File: src/rtl/decode_buffer.sv
// Decode-stage instruction buffer: circular FIFO of {pc, instr, pred} entries with
// valid/ready on both sides, synchronous flush and optional empty pass-through.
module decode_buffer #(
    parameter int XLEN   = 64,
    parameter int ILEN   = 64,
    parameter int DEPTH  = 4,
    parameter int BYPASS = 0
) (
    input  logic                       clk,
    input  logic                       rst_n,
    input  logic                       flush_in,
    input  logic                       in_valid,
    output logic                       in_ready,
    input  logic [XLEN-1:0]            pc_in,
    input  logic [ILEN-1:0]            instr_in,
    input  logic                       branch_predicted_taken_in,
    output logic                       out_valid,
    input  logic                       out_ready,
    output logic [XLEN-1:0]            pc_out,
    output logic [ILEN-1:0]            instr_out,
    output logic                       branch_predicted_taken_out,
    output logic [$clog2(DEPTH+1)-1:0] count_out,
    output logic                       full_out,
    output logic                       empty_out
);
    localparam int AW = $clog2(DEPTH);
    localparam int CW = $clog2(DEPTH+1);

    logic [XLEN-1:0] r_pc_mem    [DEPTH];
    logic [ILEN-1:0] r_instr_mem [DEPTH];
    logic            r_pred_mem  [DEPTH];

    logic [AW-1:0]   r_wr_ptr;
    logic [AW-1:0]   r_rd_ptr;
    logic [CW-1:0]   r_count;

    logic            w_empty;
    logic            w_full;
    logic            w_bypass;
    logic            w_push;
    logic            w_pop;

    assign w_empty  = (r_count == '0);
    assign w_full   = (r_count == CW'(DEPTH));
    assign w_bypass = (BYPASS != 0) && w_empty;

    // Handshake: a transfer happens on a rising edge when valid and ready are both high;
    // ready never depends on valid, and flush_in forces both sides idle.
    assign in_ready  = !w_full && !flush_in;
    assign out_valid = (w_bypass ? in_valid : !w_empty) && !flush_in;

    assign pc_out                     = w_bypass ? pc_in : r_pc_mem[r_rd_ptr];
    assign instr_out                  = w_bypass ? instr_in : r_instr_mem[r_rd_ptr];
    assign branch_predicted_taken_out = w_bypass ? branch_predicted_taken_in : r_pred_mem[r_rd_ptr];

    // A passed-through entry is consumed downstream, so it neither enters nor leaves storage.
    assign w_push = in_valid && in_ready && !(w_bypass && out_ready);
    assign w_pop  = out_valid && out_ready && !w_bypass;

    assign count_out = r_count;
    assign full_out  = w_full;
    assign empty_out = w_empty;

    always_ff @(posedge clk or negedge rst_n) begin
        if (!rst_n) begin
            r_wr_ptr <= '0;
            r_rd_ptr <= '0;
            r_count  <= '0;
        end else if (flush_in) begin
            r_wr_ptr <= '0;
            r_rd_ptr <= '0;
            r_count  <= '0;
        end else begin
            if (w_push) r_wr_ptr <= r_wr_ptr + AW'(1);
            if (w_pop)  r_rd_ptr <= r_rd_ptr + AW'(1);
            r_count <= r_count + CW'(w_push) - CW'(w_pop);
        end
    end

    // Storage is data-only and needs no reset; occupancy decides what is meaningful.
    always_ff @(posedge clk) begin
        if (w_push) begin
            r_pc_mem[r_wr_ptr]    <= pc_in;
            r_instr_mem[r_wr_ptr] <= instr_in;
            r_pred_mem[r_wr_ptr]  <= branch_predicted_taken_in;
        end
    end
endmodule
File: config.mk
export PLATFORM = sky130hd
export DESIGN_NAME = decode_buffer
export DESIGN_NICKNAME = d
export VERILOG_FILES = /design/src/rtl/decode_buffer.sv
export SDC_FILE = /design/constraint.sdc
export NUM_CORES = 1
export LEC_CHECK = 0
export CAP_MARGIN = 30
export CORE_MARGIN = 1.5
export CORE_UTILIZATION = 58
export DETAILED_ROUTE_END_ITERATION = 10
export GPL_TIMING_DRIVEN = 0
export PLACE_DENSITY = 0.84
export SKIP_CTS_REPAIR_TIMING = 1
export SLEW_MARGIN = 20
export SYNTH_ARGS = -nofsm -noshare
export SYNTH_HDL_FRONTEND = slang
export SYNTH_SLANG_ARGS = --single-unit
File: constraint.sdc
create_clock -name clk -period 13.2 [get_ports clk]
set_clock_uncertainty 0.15 [all_clocks]
set_input_delay 2.64 -clock clk [delete_from_list [all_inputs] [get_ports clk]]
set_output_delay 2.64 -clock clk [all_outputs]
set_load 0.01 [all_outputs]
Yosys cells after proc, flatten, opt, wreduce, memory -nomap -nowiden
Memories as Yosys holds them, arrays and structs flattened.
Index checks and enable logic that the tools add are counted.
{ "classes": {"n_eq_ne": 1, "n_mux": 7, "addsub": 4, "reduce_logical": 10} }
{ "op_table": {"columns": ["op", "count"], "rows": [
  ["$mux W2", 4],
  ["$add A2 B1 Y2 const B", 2],
  ["$logic_and A1 B1 Y1", 4],
  ["$reduce_bool A2 Y1", 2],
  ["$add A3 B1 Y3", 1],
  ["$eq A3 B3 Y1 const B", 1],
  ["$logic_not A1 Y1", 3],
  ["$logic_not A3 Y1", 1],
  ["$mux W3", 1],
  ["$sub A3 B1 Y3", 1],
  ["$mux W1", 2]
]} }
{ "word_totals": {"mem_bits_rw": 516, "output_inout_bits": 136, "mem_count": 3, "ff_bits": 7, "inputBits": 134} }
{ "mem_list": {"columns": ["name", "depth", "word_bits", "read_ports", "rd_ports_with_merged_regs", "wr", "line", "text"], "rows": [
  ["r_instr_mem", 4, 64, 1, 0, 1, "30", "logic [ILEN-1:0] r_instr_mem [DEPTH];"],
  ["r_pc_mem", 4, 64, 1, 0, 1, "29", "logic [XLEN-1:0] r_pc_mem [DEPTH];"],
  ["r_pred_mem", 4, 1, 1, 0, 1, "31", "logic r_pred_mem [DEPTH];"]
]} }

Depth between registers and ports, before layout
Gate-level depths: netlist of run 1.
{ "logic_depth": {"ltp_word": 7, "mapped_depth": 10, "ltp_nobuf": 10} }

Least setup slack after synthesis of run 1
Ideal clock, no wire load.
{ "synth_path": {"path_type": "input -> register", "startpoint": "input in_valid", "endpoint": "memory r_instr_mem[0][0] (enable)", "stages": 3, "t_arrival_ns": 5.955, "t_required_ns": 12.547, "setup_ns": 0.503, "slack_ns": 6.592, "path_buffers": 0, "cell_sequence": "inv_1 nor3_2 and2_1"} }
{ "synth_via": {"elab_chain_len": 3} }
{ "synth_rtl": {"columns": ["item", "line", "text"], "rows": [
  ["start, declared", "12", "input logic in_valid,"],
  ["$logic_and A1 B1 Y1", "57", "assign w_push = in_valid && in_ready && !(w_bypass && out_ready);"],
  ["$mux W1", "82", "if (w_push) begin"],
  ["$mux W1 (not written as such)", "84", "r_instr_mem[r_wr_ptr] <= instr_in;"],
  ["end, declared", "30", null]
]} }
No other way between the ends.

Worst setup path in the final report of run 1
{ "layout_path": {"startpoint": "input flush_in", "endpoint": "output in_ready"} }
{ "layout_via": {"elab_chain_len": 2} }
{ "layout_rtl": {"columns": ["item", "line", "text"], "rows": [
  ["start, declared", "11", "input logic flush_in,"],
  ["$logic_not A1 Y1", "49", "assign in_ready = !w_full && !flush_in;"],
  ["$logic_and A1 B1 Y1", "49", null],
  ["end, declared", "13", "output logic in_ready,"]
]} }
No other way between the ends.

==> impl_metrics.prom, run 1 <==
# TYPE chip_impl_metric gauge
chip_impl_info{name="grt_setup_unrepaired",value="false"} 1
chip_impl_metric{name="drive_above_1_share",unit="%"} 22.3
chip_impl_metric{name="r2r_cells",unit=""} 5
chip_impl_metric{name="post_drt_via_cell_ratio",unit=""} 5.73
chip_impl_info{name="synth-main-ff-cell",value="sky130_fd_sc_hd__edfxtp_1"} 1
chip_impl_metric{name="cts.path.max_buffers",unit=""} 3
chip_impl_metric{name="synth_sequential_area_ratio",unit="%"} 82.1
chip_impl_info{name="worst_path_max_delay_cell",value="sky130_fd_sc_hd__clkdlybuf4s50_1"} 1
chip_impl_metric{name="power.static_leakage",unit="nW"} 7.70
chip_impl_metric{name="detail_route.first_pass.iterations",unit=""} 5
chip_impl_metric{name="numPlacedInstances",unit=""} 1443
chip_impl_metric{name="detail_route.drc_violations",unit=""} 0
chip_impl_metric{name="timing.max_cap.violations",unit=""} 0
chip_impl_info{name="crit_path_end_kind",value="output pin"} 1
chip_impl_metric{name="n_fill_cell",unit=""} 1753
chip_impl_metric{name="antenna_violations_before_repair",unit=""} 2
chip_impl_info{name="synth_area_leaders",value="sky130_fd_sc_hd__edfxtp_1 (81%), sky130_fd_sc_hd__mux4_2 (15%), sky130_fd_sc_hd__dfrtp_1 (0.92%), sky130_fd_sc_hd__buf_6 (0.65%), sky130_fd_sc_hd__ha_1 (0.39%)"} 1
chip_impl_metric{name="clock-sinks",unit=""} 523
chip_impl_metric{name="syn_inst",unit=""} 721
chip_impl_metric{name="detailroute.via_count",unit=""} 8784
chip_impl_metric{name="ant_nets",unit=""} 0
chip_impl_metric{name="final.setup.tns",unit="ns"} 0
chip_impl_info{name="hp-start",value="r_wr_ptr[0]"} 1
chip_impl_metric{name="worst_pin_slew",unit="ns"} 0.790
chip_impl_info{name="rr_endpoint",value="r_instr_mem[0][58]"} 1
chip_impl_metric{name="die-height",unit="µm"} 184
chip_impl_info{name="root_buffer",value="sky130_fd_sc_hd__clkbuf_16"} 1
chip_impl_metric{name="globalRouteOverflowTotal",unit=""} 0
chip_impl_metric{name="hold_depth",unit=""} 2
chip_impl_metric{name="critPathMaxStageDelay",unit="ns"} 0.51
chip_impl_metric{name="total_number_of_h_tree_levels",unit=""} 2
chip_impl_info{name="whs_endpoint",value="r_wr_ptr[0]"} 1
chip_impl_metric{name="mappedNetlistNets",unit=""} 862
chip_impl_metric{name="routabilityCongestion",unit=""} 0.691
chip_impl_metric{name="drt_iter0_markers",unit=""} 538
chip_impl_metric{name="floorplan.core_area",unit="µm²"} 32500
chip_impl_metric{name="start_util",unit="%"} 58.8
chip_impl_metric{name="arrival",unit="ns"} 4.15
chip_impl_info{name="critPathKind",value="in2out"} 1
chip_impl_metric{name="fmaxAchievable",unit="MHz"} 144
chip_impl_metric{name="pre_cts_slack",unit="ns"} 6.26
chip_impl_metric{name="floorplan.rows",unit=""} 66
chip_impl_metric{name="post_synth_edffs",unit=""} 516
chip_impl_info{name="cts_tree",value="done"} 1
chip_impl_metric{name="die_area",unit="µm²"} 34000
chip_impl_metric{name="worst_setup_hold_path_clk_slew",unit="ns"} 0.06
chip_impl_info{name="synth.most_common_cell",value="sky130_fd_sc_hd__edfxtp_1"} 1
chip_impl_metric{name="syn_area",unit="µm²"} 19100
chip_impl_metric{name="drt_wl_total",unit="µm"} 37100
chip_impl_metric{name="cts_inserted_buffers",unit=""} 51
chip_impl_metric{name="netSwitchingPower",unit="mW"} 1.03
chip_impl_metric{name="layout-area-overhead-vs-synth",unit="%"} 26.9
chip_impl_metric{name="timing.final.max_slew_violations",unit=""} 0
chip_impl_metric{name="clk-insertion-delay-late",unit="ns"} 0.55
chip_impl_metric{name="timing.hold.ws",unit="ns"} 0.499
chip_impl_metric{name="first_pass_grt_wire_length",unit="µm"} 55800
chip_impl_metric{name="synth_async_sr_flop_share",unit="%"} 1.34
chip_impl_info{name="synth.largest_area_cell",value="sky130_fd_sc_hd__edfxtp_1"} 1
chip_impl_metric{name="regToRegSetupSlack",unit="ns"} 10.42
chip_impl_metric{name="ys_ff_latch",unit=""} 523
chip_impl_metric{name="ir_worst_vdd",unit="mV"} 0.135
chip_impl_info{name="worst_path_cell_trace",value="clkdlybuf4s50_1 > clkbuf_1 > nor2_1 > clkdlybuf4s50_1"} 1
chip_impl_metric{name="layout.core_utilization",unit="%"} 74.6
chip_impl_metric{name="die_w",unit="µm"} 184
chip_impl_info{name="timing.critical_path.mode_cell",value="sky130_fd_sc_hd__clkdlybuf4s50_1"} 1
chip_impl_metric{name="final.period_utilization",unit="%"} 52.6
chip_impl_metric{name="path_max_fanout",unit=""} 10
chip_impl_info{name="run_status",value="completed"} 1
chip_impl_metric{name="timing.max_slew.rel_slack",unit="%"} 47.4
chip_impl_info{name="critPathLaunchType",value="input pin"} 1
chip_impl_metric{name="setup_viol_count_final",unit=""} 0
chip_impl_metric{name="gr-usage-all-layers",unit="%"} 22.3
chip_impl_metric{name="yosysTopAreaCellShare",unit="%"} 81.2
chip_impl_metric{name="postSynthAreaPerCell",unit="µm²"} 26.5
chip_impl_metric{name="report.final.hold_viol_count",unit=""} 0
chip_impl_info{name="yosys-top-cells-count",value="sky130_fd_sc_hd__edfxtp_1 (516), sky130_fd_sc_hd__mux4_2 (129), sky130_fd_sc_hd__buf_2 (12), sky130_fd_sc_hd__buf_6 (11), sky130_fd_sc_hd__nor2_1 (8)"} 1
chip_impl_metric{name="power.clock.fraction",unit="%"} 32.2
chip_impl_metric{name="final_net_count",unit=""} 1195
chip_impl_info{name="worstReg2RegStart",value="count_out[2]"} 1
chip_impl_metric{name="synth_warnings",unit=""} 0
chip_impl_metric{name="port_buffers",unit=""} 269
chip_impl_metric{name="setup_slack",unit="ns"} 6.26
chip_impl_metric{name="grt_pass1_vias",unit=""} 9429
chip_impl_metric{name="detailedPlacementHpwl",unit="µm"} 22800
chip_impl_metric{name="netSwitchingFraction",unit="%"} 23.7
chip_impl_metric{name="worst_ep_required_time",unit="ns"} 10.41
chip_impl_metric{name="grt_start_max_net_pins",unit=""} 49
chip_impl_metric{name="final-instance-count-excl-fill",unit=""} 1533
chip_impl_metric{name="yosys.cell_types.count",unit=""} 25
chip_impl_metric{name="power-per-cell-area",unit="nW/µm²"} 179
chip_impl_info{name="holdCritPathClass",value="reg2reg"} 1
chip_impl_metric{name="timing.final.crit_period",unit="ns"} 6.94
chip_impl_metric{name="cellInternalPower",unit="mW"} 3.31
chip_impl_metric{name="p_comb_share",unit="%"} 23.0
chip_impl_metric{name="wire_length_per_cell_after_detailed_routing",unit="µm"} 24.2
chip_impl_metric{name="proportion_of_power_drawn_by_flip_flops_and_latches",unit="%"} 44.8
chip_impl_metric{name="io_pins",unit=""} 270
chip_impl_metric{name="diodes",unit=""} 0
## sequential cells by signal, indices dropped and copies added, names as in the netlist
| signal | count |
|---|---|
| count_out | 3 |
| r_instr_mem | 256 |
| r_pc_mem | 256 |
| r_pred_mem | 4 |
| r_rd_ptr | 2 |
| r_wr_ptr | 2 |
## worst max path at each step
| stage | startpoint | end | depth (start not counted) |
|---|---|---|---|
| floorplan | in_valid | r_instr_mem[0][0] | 3 |
| global placement | in_valid | r_pc_mem[0][10] | 4 |
| detailed placement | flush_in | in_ready | 4 |
| CTS | flush_in | in_ready | 4 |
| global route | flush_in | in_ready | 4 |
| finish | flush_in | in_ready | 4 |
## per-stage QoR
step,cell area (µm²),power (mW)
floorplan,19100,2.52
global placement,22300,2.98
detailed placement,22600,2.99
CTS,24200,4.39
global route,24200,4.50
finish,24200,4.34
## cell usage in the layout, fill, tap and decap left out
cell type / synthesis / routed
sky130_fd_sc_hd__a21oi_1: 1 / 1
sky130_fd_sc_hd__and2_4: 0 / 4
sky130_fd_sc_hd__buf_1: 2 / 2
sky130_fd_sc_hd__buf_12: 0 / 7
sky130_fd_sc_hd__buf_16: 0 / 4
sky130_fd_sc_hd__buf_2: 12 / 12
sky130_fd_sc_hd__buf_4: 2 / 2
sky130_fd_sc_hd__buf_6: 11 / 11
sky130_fd_sc_hd__bufinv_16: 0 / 5
sky130_fd_sc_hd__clkbuf_1: 3 / 10
sky130_fd_sc_hd__clkbuf_16: 0 / 53
sky130_fd_sc_hd__clkdlybuf4s50_1: 0 / 269
sky130_fd_sc_hd__clkinv_1: 0 / 12
sky130_fd_sc_hd__clkinv_2: 0 / 11
sky130_fd_sc_hd__dfrtp_1: 7 / 7
sky130_fd_sc_hd__edfxtp_1: 516 / 516
sky130_fd_sc_hd__fa_1: 1 / 1
sky130_fd_sc_hd__ha_1: 6 / 6
sky130_fd_sc_hd__inv_1: 6 / 6
sky130_fd_sc_hd__inv_6: 0 / 2
sky130_fd_sc_hd__mux2_2: 1 / 1
sky130_fd_sc_hd__mux4_2: 129 / 129
sky130_fd_sc_hd__nor2_1: 8 / 8
sky130_fd_sc_hd__nor2b_1: 1 / 1
sky130_fd_sc_hd__nor3_1: 1 / 1
sky130_fd_sc_hd__nor3_2: 1 / 1
sky130_fd_sc_hd__nor3b_2: 1 / 1
sky130_fd_sc_hd__o21ai_0: 1 / 1
sky130_fd_sc_hd__o311ai_0: 1 / 1
sky130_fd_sc_hd__o31ai_1: 1 / 1
sky130_fd_sc_hd__or3_1: 1 / 1
sky130_fd_sc_hd__xnor2_1: 1 / 1
sky130_fd_sc_hd__xor2_1: 3 / 3
## worst max-delay path, delay by kind of cell
family                 cells  cell delay (ns)
buffers and inverters      3             1.39
and+or+nand+nor            1             0.12
## layer usage
metal  part of all wire [%]  global-route usage [%]  vias up
li1                       -                       -     3792
met1                     39                    29.8     4595
met4                    2.5                    6.26        4
met2                     51                    36.6      320
met5                  0.084                       0        -
met3                    7.9                    6.26       73
## area by class of cell
type	count	area (µm²)	share of cell area, %
inverter	6	22.5	0.0930
sequential	523	15700	64.7
buffer	30	218	0.899
multi-input combinational	162	3180	13.1
tap	442	553	2.28
timing repair buffer	280	2940	12.2
clock inverter	30	268	1.11
clock buffer	60	1350	5.59
## power by group through the flow
stage | Clock, mW | Combinational (mW) | Sequential [mW]
final | 1.40 | 0.999 | 1.95
after global routing | 1.48 | 1.06 | 1.95
after CTS | 1.42 | 1.02 | 1.95
after detailed placement | 0 | 1.01 | 1.98
after global placement | 0 | 0.986 | 1.99
after floorplan | 0 | 0.532 | 1.98
## logic make-up after synthesis
| kind of cell | share of synthesized area (%) |
|---|---|
| xor gates and xnor gates | 0.184 |
| adders and majority gates | 0.498 |
| AOI/OAI and AO/OA | 0.138 |
| and+or+nand+nor | 0.498 |
| muxes | 15.3 |
| DFF | 82.1 |
| buffers and inverters | 1.26 |
(Power assumes the default switching activity.)
==> run 2, diff against run 1 <==
CORE_UTILIZATION = 54   (was 58)
PLACE_DENSITY = 0.79   (was 0.84)
clock period = 7 ns   (was 13.2 ns; I/O delays follow)
==> run 2 against run 1 <==
Effect of this change:
- non-clock buffer count shrank 1
- die area is 7.3% higher
- final cell count up 1.1%
- utilization fell by 4.5 points
- cell area grew 0.23%
- setup slack worse by 3.8 ns
- wire length down 2.4%
- clock-buffer cell count is 5 higher
- flip-flop and latch count did not move
- first-iteration DRC count up 16%
- hold slack better by 0.034 ns
- power is 89% higher
- critical endpoint is now instr_out[28]
- highest routed layer unchanged
==> impl_metrics.prom, run 2 (same netlist as run 1, synthesis figures left out) <==
# TYPE chip_impl_metric gauge
chip_impl_info{name="holdCritPathClass",value="reg2reg"} 1
chip_impl_metric{name="clock-sinks",unit=""} 523
chip_impl_metric{name="start_util",unit="%"} 55.1
chip_impl_info{name="whs_endpoint",value="r_wr_ptr[0]"} 1
chip_impl_metric{name="total_number_of_h_tree_levels",unit=""} 2
chip_impl_metric{name="port_buffers",unit=""} 269
chip_impl_metric{name="ir_worst_vdd",unit="mV"} 0.254
chip_impl_info{name="grt_setup_unrepaired",value="false"} 1
chip_impl_metric{name="critPathMaxStageDelay",unit="ns"} 0.66
chip_impl_info{name="critPathLaunchType",value="flip-flop"} 1
chip_impl_info{name="worst_path_cell_trace",value="clkbuf_1 > buf_2 > mux4_2 > clkdlybuf4s50_1"} 1
chip_impl_info{name="crit_path_end_kind",value="output pin"} 1
chip_impl_metric{name="final_net_count",unit=""} 1195
chip_impl_metric{name="layout.core_utilization",unit="%"} 70.1
chip_impl_info{name="critPathKind",value="reg2out"} 1
chip_impl_metric{name="cts.path.max_buffers",unit=""} 3
chip_impl_metric{name="fmaxAchievable",unit="MHz"} 221
chip_impl_metric{name="final.period_utilization",unit="%"} 64.6
chip_impl_metric{name="ant_nets",unit=""} 0
chip_impl_metric{name="floorplan.core_area",unit="µm²"} 34600
chip_impl_metric{name="clk-insertion-delay-late",unit="ns"} 0.56
chip_impl_metric{name="pre_cts_slack",unit="ns"} 2.58
chip_impl_metric{name="wire_length_per_cell_after_detailed_routing",unit="µm"} 23.4
chip_impl_metric{name="grt_start_max_net_pins",unit=""} 48
chip_impl_info{name="worst_path_max_delay_cell",value="sky130_fd_sc_hd__clkbuf_1"} 1
chip_impl_metric{name="detail_route.drc_violations",unit=""} 0
chip_impl_metric{name="detail_route.first_pass.iterations",unit=""} 6
chip_impl_metric{name="power-per-cell-area",unit="nW/µm²"} 338
chip_impl_metric{name="first_pass_grt_wire_length",unit="µm"} 54500
chip_impl_metric{name="regToRegSetupSlack",unit="ns"} 4.26
chip_impl_info{name="layout_common_cells",value="sky130_fd_sc_hd__edfxtp_1 (516), sky130_fd_sc_hd__clkdlybuf4s50_1 (269), sky130_fd_sc_hd__mux4_2 (129)"} 1
chip_impl_metric{name="final-seq-area",unit="µm²"} 15700
chip_impl_info{name="final_common_cell",value="sky130_fd_sc_hd__edfxtp_1"} 1
chip_impl_metric{name="timing.final.max_slew_violations",unit=""} 0
chip_impl_metric{name="timing.hold.ws",unit="ns"} 0.532
chip_impl_metric{name="hold_depth",unit=""} 2
chip_impl_metric{name="setup_viol_count_final",unit=""} 0
chip_impl_metric{name="worst_setup_hold_path_clk_slew",unit="ns"} 0.06
chip_impl_metric{name="layout-area-overhead-vs-synth",unit="%"} 27.2
chip_impl_metric{name="timing.max_cap.violations",unit=""} 0
chip_impl_metric{name="setup_slack",unit="ns"} 2.48
chip_impl_info{name="worstReg2RegStart",value="count_out[2]"} 1
chip_impl_metric{name="die_area",unit="µm²"} 36500
chip_impl_metric{name="drive_above_1_share",unit="%"} 22.0
chip_impl_metric{name="worst_pin_slew",unit="ns"} 0.851
chip_impl_info{name="hp-start",value="r_wr_ptr[0]"} 1
chip_impl_metric{name="n_fill_cell",unit=""} 2060
chip_impl_metric{name="die-height",unit="µm"} 191
chip_impl_metric{name="floorplan.rows",unit=""} 68
chip_impl_metric{name="detailroute.via_count",unit=""} 8691
chip_impl_metric{name="die_w",unit="µm"} 191
chip_impl_metric{name="antenna_violations_before_repair",unit=""} 3
chip_impl_metric{name="cts_inserted_buffers",unit=""} 52
chip_impl_metric{name="grt_pass1_vias",unit=""} 9332
chip_impl_metric{name="worst_ep_required_time",unit="ns"} 5.45
chip_impl_metric{name="drt_wl_total",unit="µm"} 36200
chip_impl_metric{name="path_max_fanout",unit=""} 10
chip_impl_metric{name="arrival",unit="ns"} 2.97
chip_impl_metric{name="area_of_the_multi_input_gates",unit="µm²"} 3180
chip_impl_metric{name="report.final.hold_viol_count",unit=""} 0
chip_impl_info{name="rr_endpoint",value="count_out[2]"} 1
chip_impl_metric{name="gr-usage-all-layers",unit="%"} 20.2
chip_impl_metric{name="power.static_leakage",unit="nW"} 7.71
chip_impl_info{name="cts_tree",value="done"} 1
chip_impl_info{name="run_status",value="completed"} 1
chip_impl_metric{name="drt_iter0_markers",unit=""} 625
chip_impl_metric{name="io_pins",unit=""} 270
chip_impl_metric{name="detailedPlacementHpwl",unit="µm"} 22100
chip_impl_info{name="root_buffer",value="sky130_fd_sc_hd__clkbuf_16"} 1
chip_impl_metric{name="globalRouteOverflowTotal",unit=""} 0
chip_impl_metric{name="r2r_cells",unit=""} 10
chip_impl_metric{name="timing.max_slew.rel_slack",unit="%"} 43.2
chip_impl_info{name="largest_registers",value="r_instr_mem: 256 flops, r_pc_mem: 256 flops, r_pred_mem: 4 flops"} 1
chip_impl_metric{name="routabilityCongestion",unit=""} 0.698
chip_impl_metric{name="timing.final.crit_period",unit="ns"} 4.52
chip_impl_metric{name="post_drt_via_cell_ratio",unit=""} 5.61
-- run 2: layout make-up --
| cell class | instances | share of cell area [%] |
|---|---|---|
| sequential | 523 | 64.6 |
| multi-input combinational | 162 | 13.1 |
| timing repair buffer | 279 | 12.2 |
| clock buffer | 65 | 5.65 |
| tap | 455 | 2.35 |
| clock inverter | 28 | 1.09 |
| buffer | 30 | 0.897 |
| inverter | 6 | 0.0928 |
| antenna | 2 | 0.0206 |
-- run 2: metal layers --
metal	up-vias	share of wire, %	track usage, %
met4	2	2.5	6.18
met5	-	0.033	0
met3	65	7.7	5.38
li1	3786	-	-
met2	303	50	32.7
met1	4535	40	27.3
-- run 2: per-stage QoR --
stage / cell area [µm²] / instances / power [mW] / setup TNS (ns)
finish: 24300 / 1550 / 8.21 / 0
global route: 24300 / 1549 / 8.51 / 0
CTS: 24300 / 1548 / 8.31 / 0
detailed placement: 22600 / 1455 / 5.64 / 0
global placement: 22300 / 1445 / 5.63 / -614.42
floorplan: 19100 / 721 / 4.74 / 0
-- run 2: worst max-delay path, delay by kind of cell (launching register included) --
family   cells  cell delay [ns]
buf+inv      3             1.66
flops        1             0.40
mux          1             0.34
-- run 2: how the worst max path moves through the flow --
stage	from	end	slack (ns)	cells after the start
after global placement	in_valid	r_pc_mem[3][11]	-1.22	4
after CTS	r_rd_ptr[1]	instr_out[36]	2.37	4
after global routing	r_rd_ptr[1]	instr_out[30]	2.32	4
after floorplan	in_valid	r_instr_mem[0][0]	1.63	3
final	r_rd_ptr[1]	instr_out[28]	2.48	4
after detailed placement	flush_in	out_valid	2.58	4
-- run 2: power by group --
part / switching, mW / total [mW] / internal (mW)
clock network: 1.09 / 2.66 / 1.57
registers: 0.0468 / 3.67 / 3.62
logic: 0.806 / 1.88 / 1.08
==> run 3, diff against run 2 <==
CORE_UTILIZATION = 49   (was 54)
PLACE_DENSITY = 0.76   (was 0.79)
clock period = 3.7 ns   (was 7 ns; I/O delays follow)
==> run 3 against run 2 <==
Effect of this change:
- hold slack lost 0.25 ns
- critical path type unchanged
- setup slack lost 2.2 ns
- cell area grew 0.14%
- sequential power grew 89%
- highest routed layer unchanged
==> impl_metrics.prom, run 3 (same netlist as run 1, synthesis figures left out) <==
# TYPE chip_impl_metric gauge
chip_impl_metric{name="clock-sinks",unit=""} 523
chip_impl_metric{name="power-per-cell-area",unit="nW/µm²"} 632
chip_impl_metric{name="floorplan.rows",unit=""} 72
chip_impl_metric{name="routabilityCongestion",unit=""} 0.705
chip_impl_metric{name="timing.final.max_slew_violations",unit=""} 0
chip_impl_metric{name="cellInternalPower",unit="mW"} 11.7
chip_impl_metric{name="detailroute.via_count",unit=""} 8640
chip_impl_info{name="crit_path_end_kind",value="output pin"} 1
chip_impl_metric{name="ant_nets",unit=""} 0
chip_impl_metric{name="final-instance-count-excl-fill",unit=""} 1607
chip_impl_metric{name="drt_iter0_markers",unit=""} 553
chip_impl_metric{name="total_number_of_h_tree_levels",unit=""} 2
chip_impl_metric{name="fin_area",unit="µm²"} 24300
chip_impl_info{name="run_status",value="completed"} 1
chip_impl_metric{name="grt_start_max_net_pins",unit=""} 46
chip_impl_metric{name="regToRegSetupSlack",unit="ns"} 1.10
chip_impl_metric{name="grt_pass1_vias",unit=""} 9230
chip_impl_metric{name="port_buffers",unit=""} 269
chip_impl_metric{name="post_drt_via_cell_ratio",unit=""} 5.38
chip_impl_metric{name="detailedPlacementHpwl",unit="µm"} 23100
chip_impl_metric{name="layout.core_utilization",unit="%"} 63.0
chip_impl_metric{name="io_pins",unit=""} 270
chip_impl_info{name="root_buffer",value="sky130_fd_sc_hd__clkbuf_16"} 1
chip_impl_metric{name="ir_worst_vdd",unit="mV"} 0.458
chip_impl_metric{name="die_w",unit="µm"} 200
chip_impl_metric{name="wire_length_per_cell_after_detailed_routing",unit="µm"} 22.9
chip_impl_metric{name="proportion_of_power_drawn_by_flip_flops_and_latches",unit="%"} 45.2
chip_impl_info{name="largest_registers",value="r_instr_mem: 256 flops, r_pc_mem: 256 flops, r_pred_mem: 4 flops"} 1
chip_impl_metric{name="power.static_leakage",unit="nW"} 7.68
chip_impl_metric{name="drt_wl_total",unit="µm"} 36800
chip_impl_metric{name="detail_route.drc_violations",unit=""} 0
chip_impl_metric{name="cts.path.max_buffers",unit=""} 3
chip_impl_metric{name="die-height",unit="µm"} 200
chip_impl_info{name="worstReg2RegStart",value="count_out[2]"} 1
chip_impl_metric{name="gr-usage-all-layers",unit="%"} 18.8
chip_impl_metric{name="timing.final.crit_period",unit="ns"} 3.46
chip_impl_metric{name="p_comb_share",unit="%"} 23.3
chip_impl_info{name="worstSetupEndpoint",value="instr_out[46]"} 1
chip_impl_metric{name="die_area",unit="µm²"} 40100
chip_impl_metric{name="timing.hold.ws",unit="ns"} 0.281
chip_impl_metric{name="first_pass_grt_wire_length",unit="µm"} 56400
chip_impl_metric{name="timing.max_cap.violations",unit=""} 0
chip_impl_metric{name="design_power_total",unit="mW"} 15.4
chip_impl_info{name="critPathLaunchType",value="flip-flop"} 1
chip_impl_metric{name="layout-area-overhead-vs-synth",unit="%"} 27.3
chip_impl_metric{name="final_net_count",unit=""} 1195
chip_impl_metric{name="worst_setup_hold_path_clk_slew",unit="ns"} 0.06
chip_impl_metric{name="antenna_violations_before_repair",unit=""} 1
chip_impl_info{name="cts_tree",value="done"} 1
chip_impl_info{name="final_common_cell",value="sky130_fd_sc_hd__edfxtp_1"} 1
chip_impl_metric{name="report.final.hold_viol_count",unit=""} 0
chip_impl_metric{name="r2r_cells",unit=""} 5
chip_impl_metric{name="globalRouteOverflowTotal",unit=""} 0
chip_impl_info{name="crit_start",value="r_rd_ptr[1]"} 1
chip_impl_metric{name="netSwitchingFraction",unit="%"} 23.9
chip_impl_metric{name="numPlacedInstances",unit=""} 1520
chip_impl_metric{name="drive_above_1_share",unit="%"} 21.9
chip_impl_info{name="rr_endpoint",value="r_pc_mem[1][21]"} 1
chip_impl_metric{name="floorplan.core_area",unit="µm²"} 38600
chip_impl_metric{name="fmaxAchievable",unit="MHz"} 289
chip_impl_metric{name="setup_viol_count_final",unit=""} 0
chip_impl_metric{name="path_max_fanout",unit=""} 10
chip_impl_metric{name="final.period_utilization",unit="%"} 93.4
chip_impl_metric{name="clk-insertion-delay-late",unit="ns"} 0.57
chip_impl_metric{name="dpl_cell_area",unit="µm²"} 22700
chip_impl_info{name="holdCritPathClass",value="in2async"} 1
chip_impl_info{name="critPathKind",value="reg2out"} 1
chip_impl_metric{name="power.clock.fraction",unit="%"} 31.5
chip_impl_metric{name="timing.max_slew.rel_slack",unit="%"} 55.4
chip_impl_metric{name="detail_route.first_pass.iterations",unit=""} 4
chip_impl_metric{name="cts_inserted_buffers",unit=""} 50
chip_impl_metric{name="worst_ep_required_time",unit="ns"} 2.81
chip_impl_info{name="grt_setup_unrepaired",value="false"} 1
chip_impl_info{name="layout_common_cells",value="sky130_fd_sc_hd__edfxtp_1 (516), sky130_fd_sc_hd__clkdlybuf4s50_1 (269), sky130_fd_sc_hd__mux4_2 (129)"} 1
chip_impl_metric{name="arrival",unit="ns"} 2.57
chip_impl_metric{name="netSwitchingPower",unit="mW"} 3.67
chip_impl_metric{name="worst_pin_slew",unit="ns"} 0.669
chip_impl_metric{name="diodes",unit=""} 0
chip_impl_metric{name="start_util",unit="%"} 49.5
==> run 3: stage by stage <==
step	TNS [ns]	setup slack, ns
after detailed placement	0	0.229
after global routing	0	0.0179
after CTS	-26.97	-0.400
after global placement	-717.37	-1.41
final	0	0.243
after floorplan	0	0.419
==> run 3: cell type report <==
| class | count | area (µm²) |
|---|---|---|
| sequential | 523 | 15700 |
| fill | 2626 | 14300 |
| multi-input combinational | 162 | 3180 |
| timing repair buffer | 281 | 2990 |
| clock buffer | 59 | 1310 |
| tap | 518 | 648 |
| clock inverter | 28 | 255 |
| buffer | 30 | 221 |
| inverter | 6 | 22.5 |
==> run 3: worst max-delay path, stage by stage, from the launching register on <==
cell	delay, ns
sky130_fd_sc_hd__dfrtp_1	0.39
sky130_fd_sc_hd__buf_2	0.35
sky130_fd_sc_hd__buf_2	0.36
sky130_fd_sc_hd__mux4_2	0.35
sky130_fd_sc_hd__clkdlybuf4s50_1	0.55
==> run 3: routing by layer <==
layer,track usage (%),routed length (µm),vias up,part of all wire [%]
li1,-,-,3797,-
met1,25.1,14900,4520,41
met2,30.2,18300,274,50
met3,5.96,2870,47,7.8
met4,4.89,682,2,1.9
met5,0,11,-,0.030
==> run 3: how the worst min path moves through the flow <==
| stage | depth (start not counted) | to | from | slack, ns |
|---|---|---|---|---|
| 2_1_floorplan | 0 | count_out[0] | rst_n | 0.29 |
| 3_3_place_gp | 2 | r_wr_ptr[0] | r_wr_ptr[0] | 0.46 |
| 3_5_place_dp | 2 | r_wr_ptr[0] | r_wr_ptr[0] | 0.47 |
| 4_1_cts | 1 | r_wr_ptr[0] | rst_n | 0.27 |
| 5_1_grt | 1 | r_wr_ptr[0] | rst_n | 0.27 |
| 6_report | 1 | count_out[1] | rst_n | 0.28 |
==> run 3: power by group through the flow <==
stage	clock [mW]	combinational [mW]	sequential [mW]
after floorplan	0	1.90	7.05
after global placement	0	3.56	7.08
after detailed placement	0	3.64	7.06
after CTS	4.97	3.67	6.93
after global routing	5.19	3.81	6.96
final	4.84	3.58	6.93
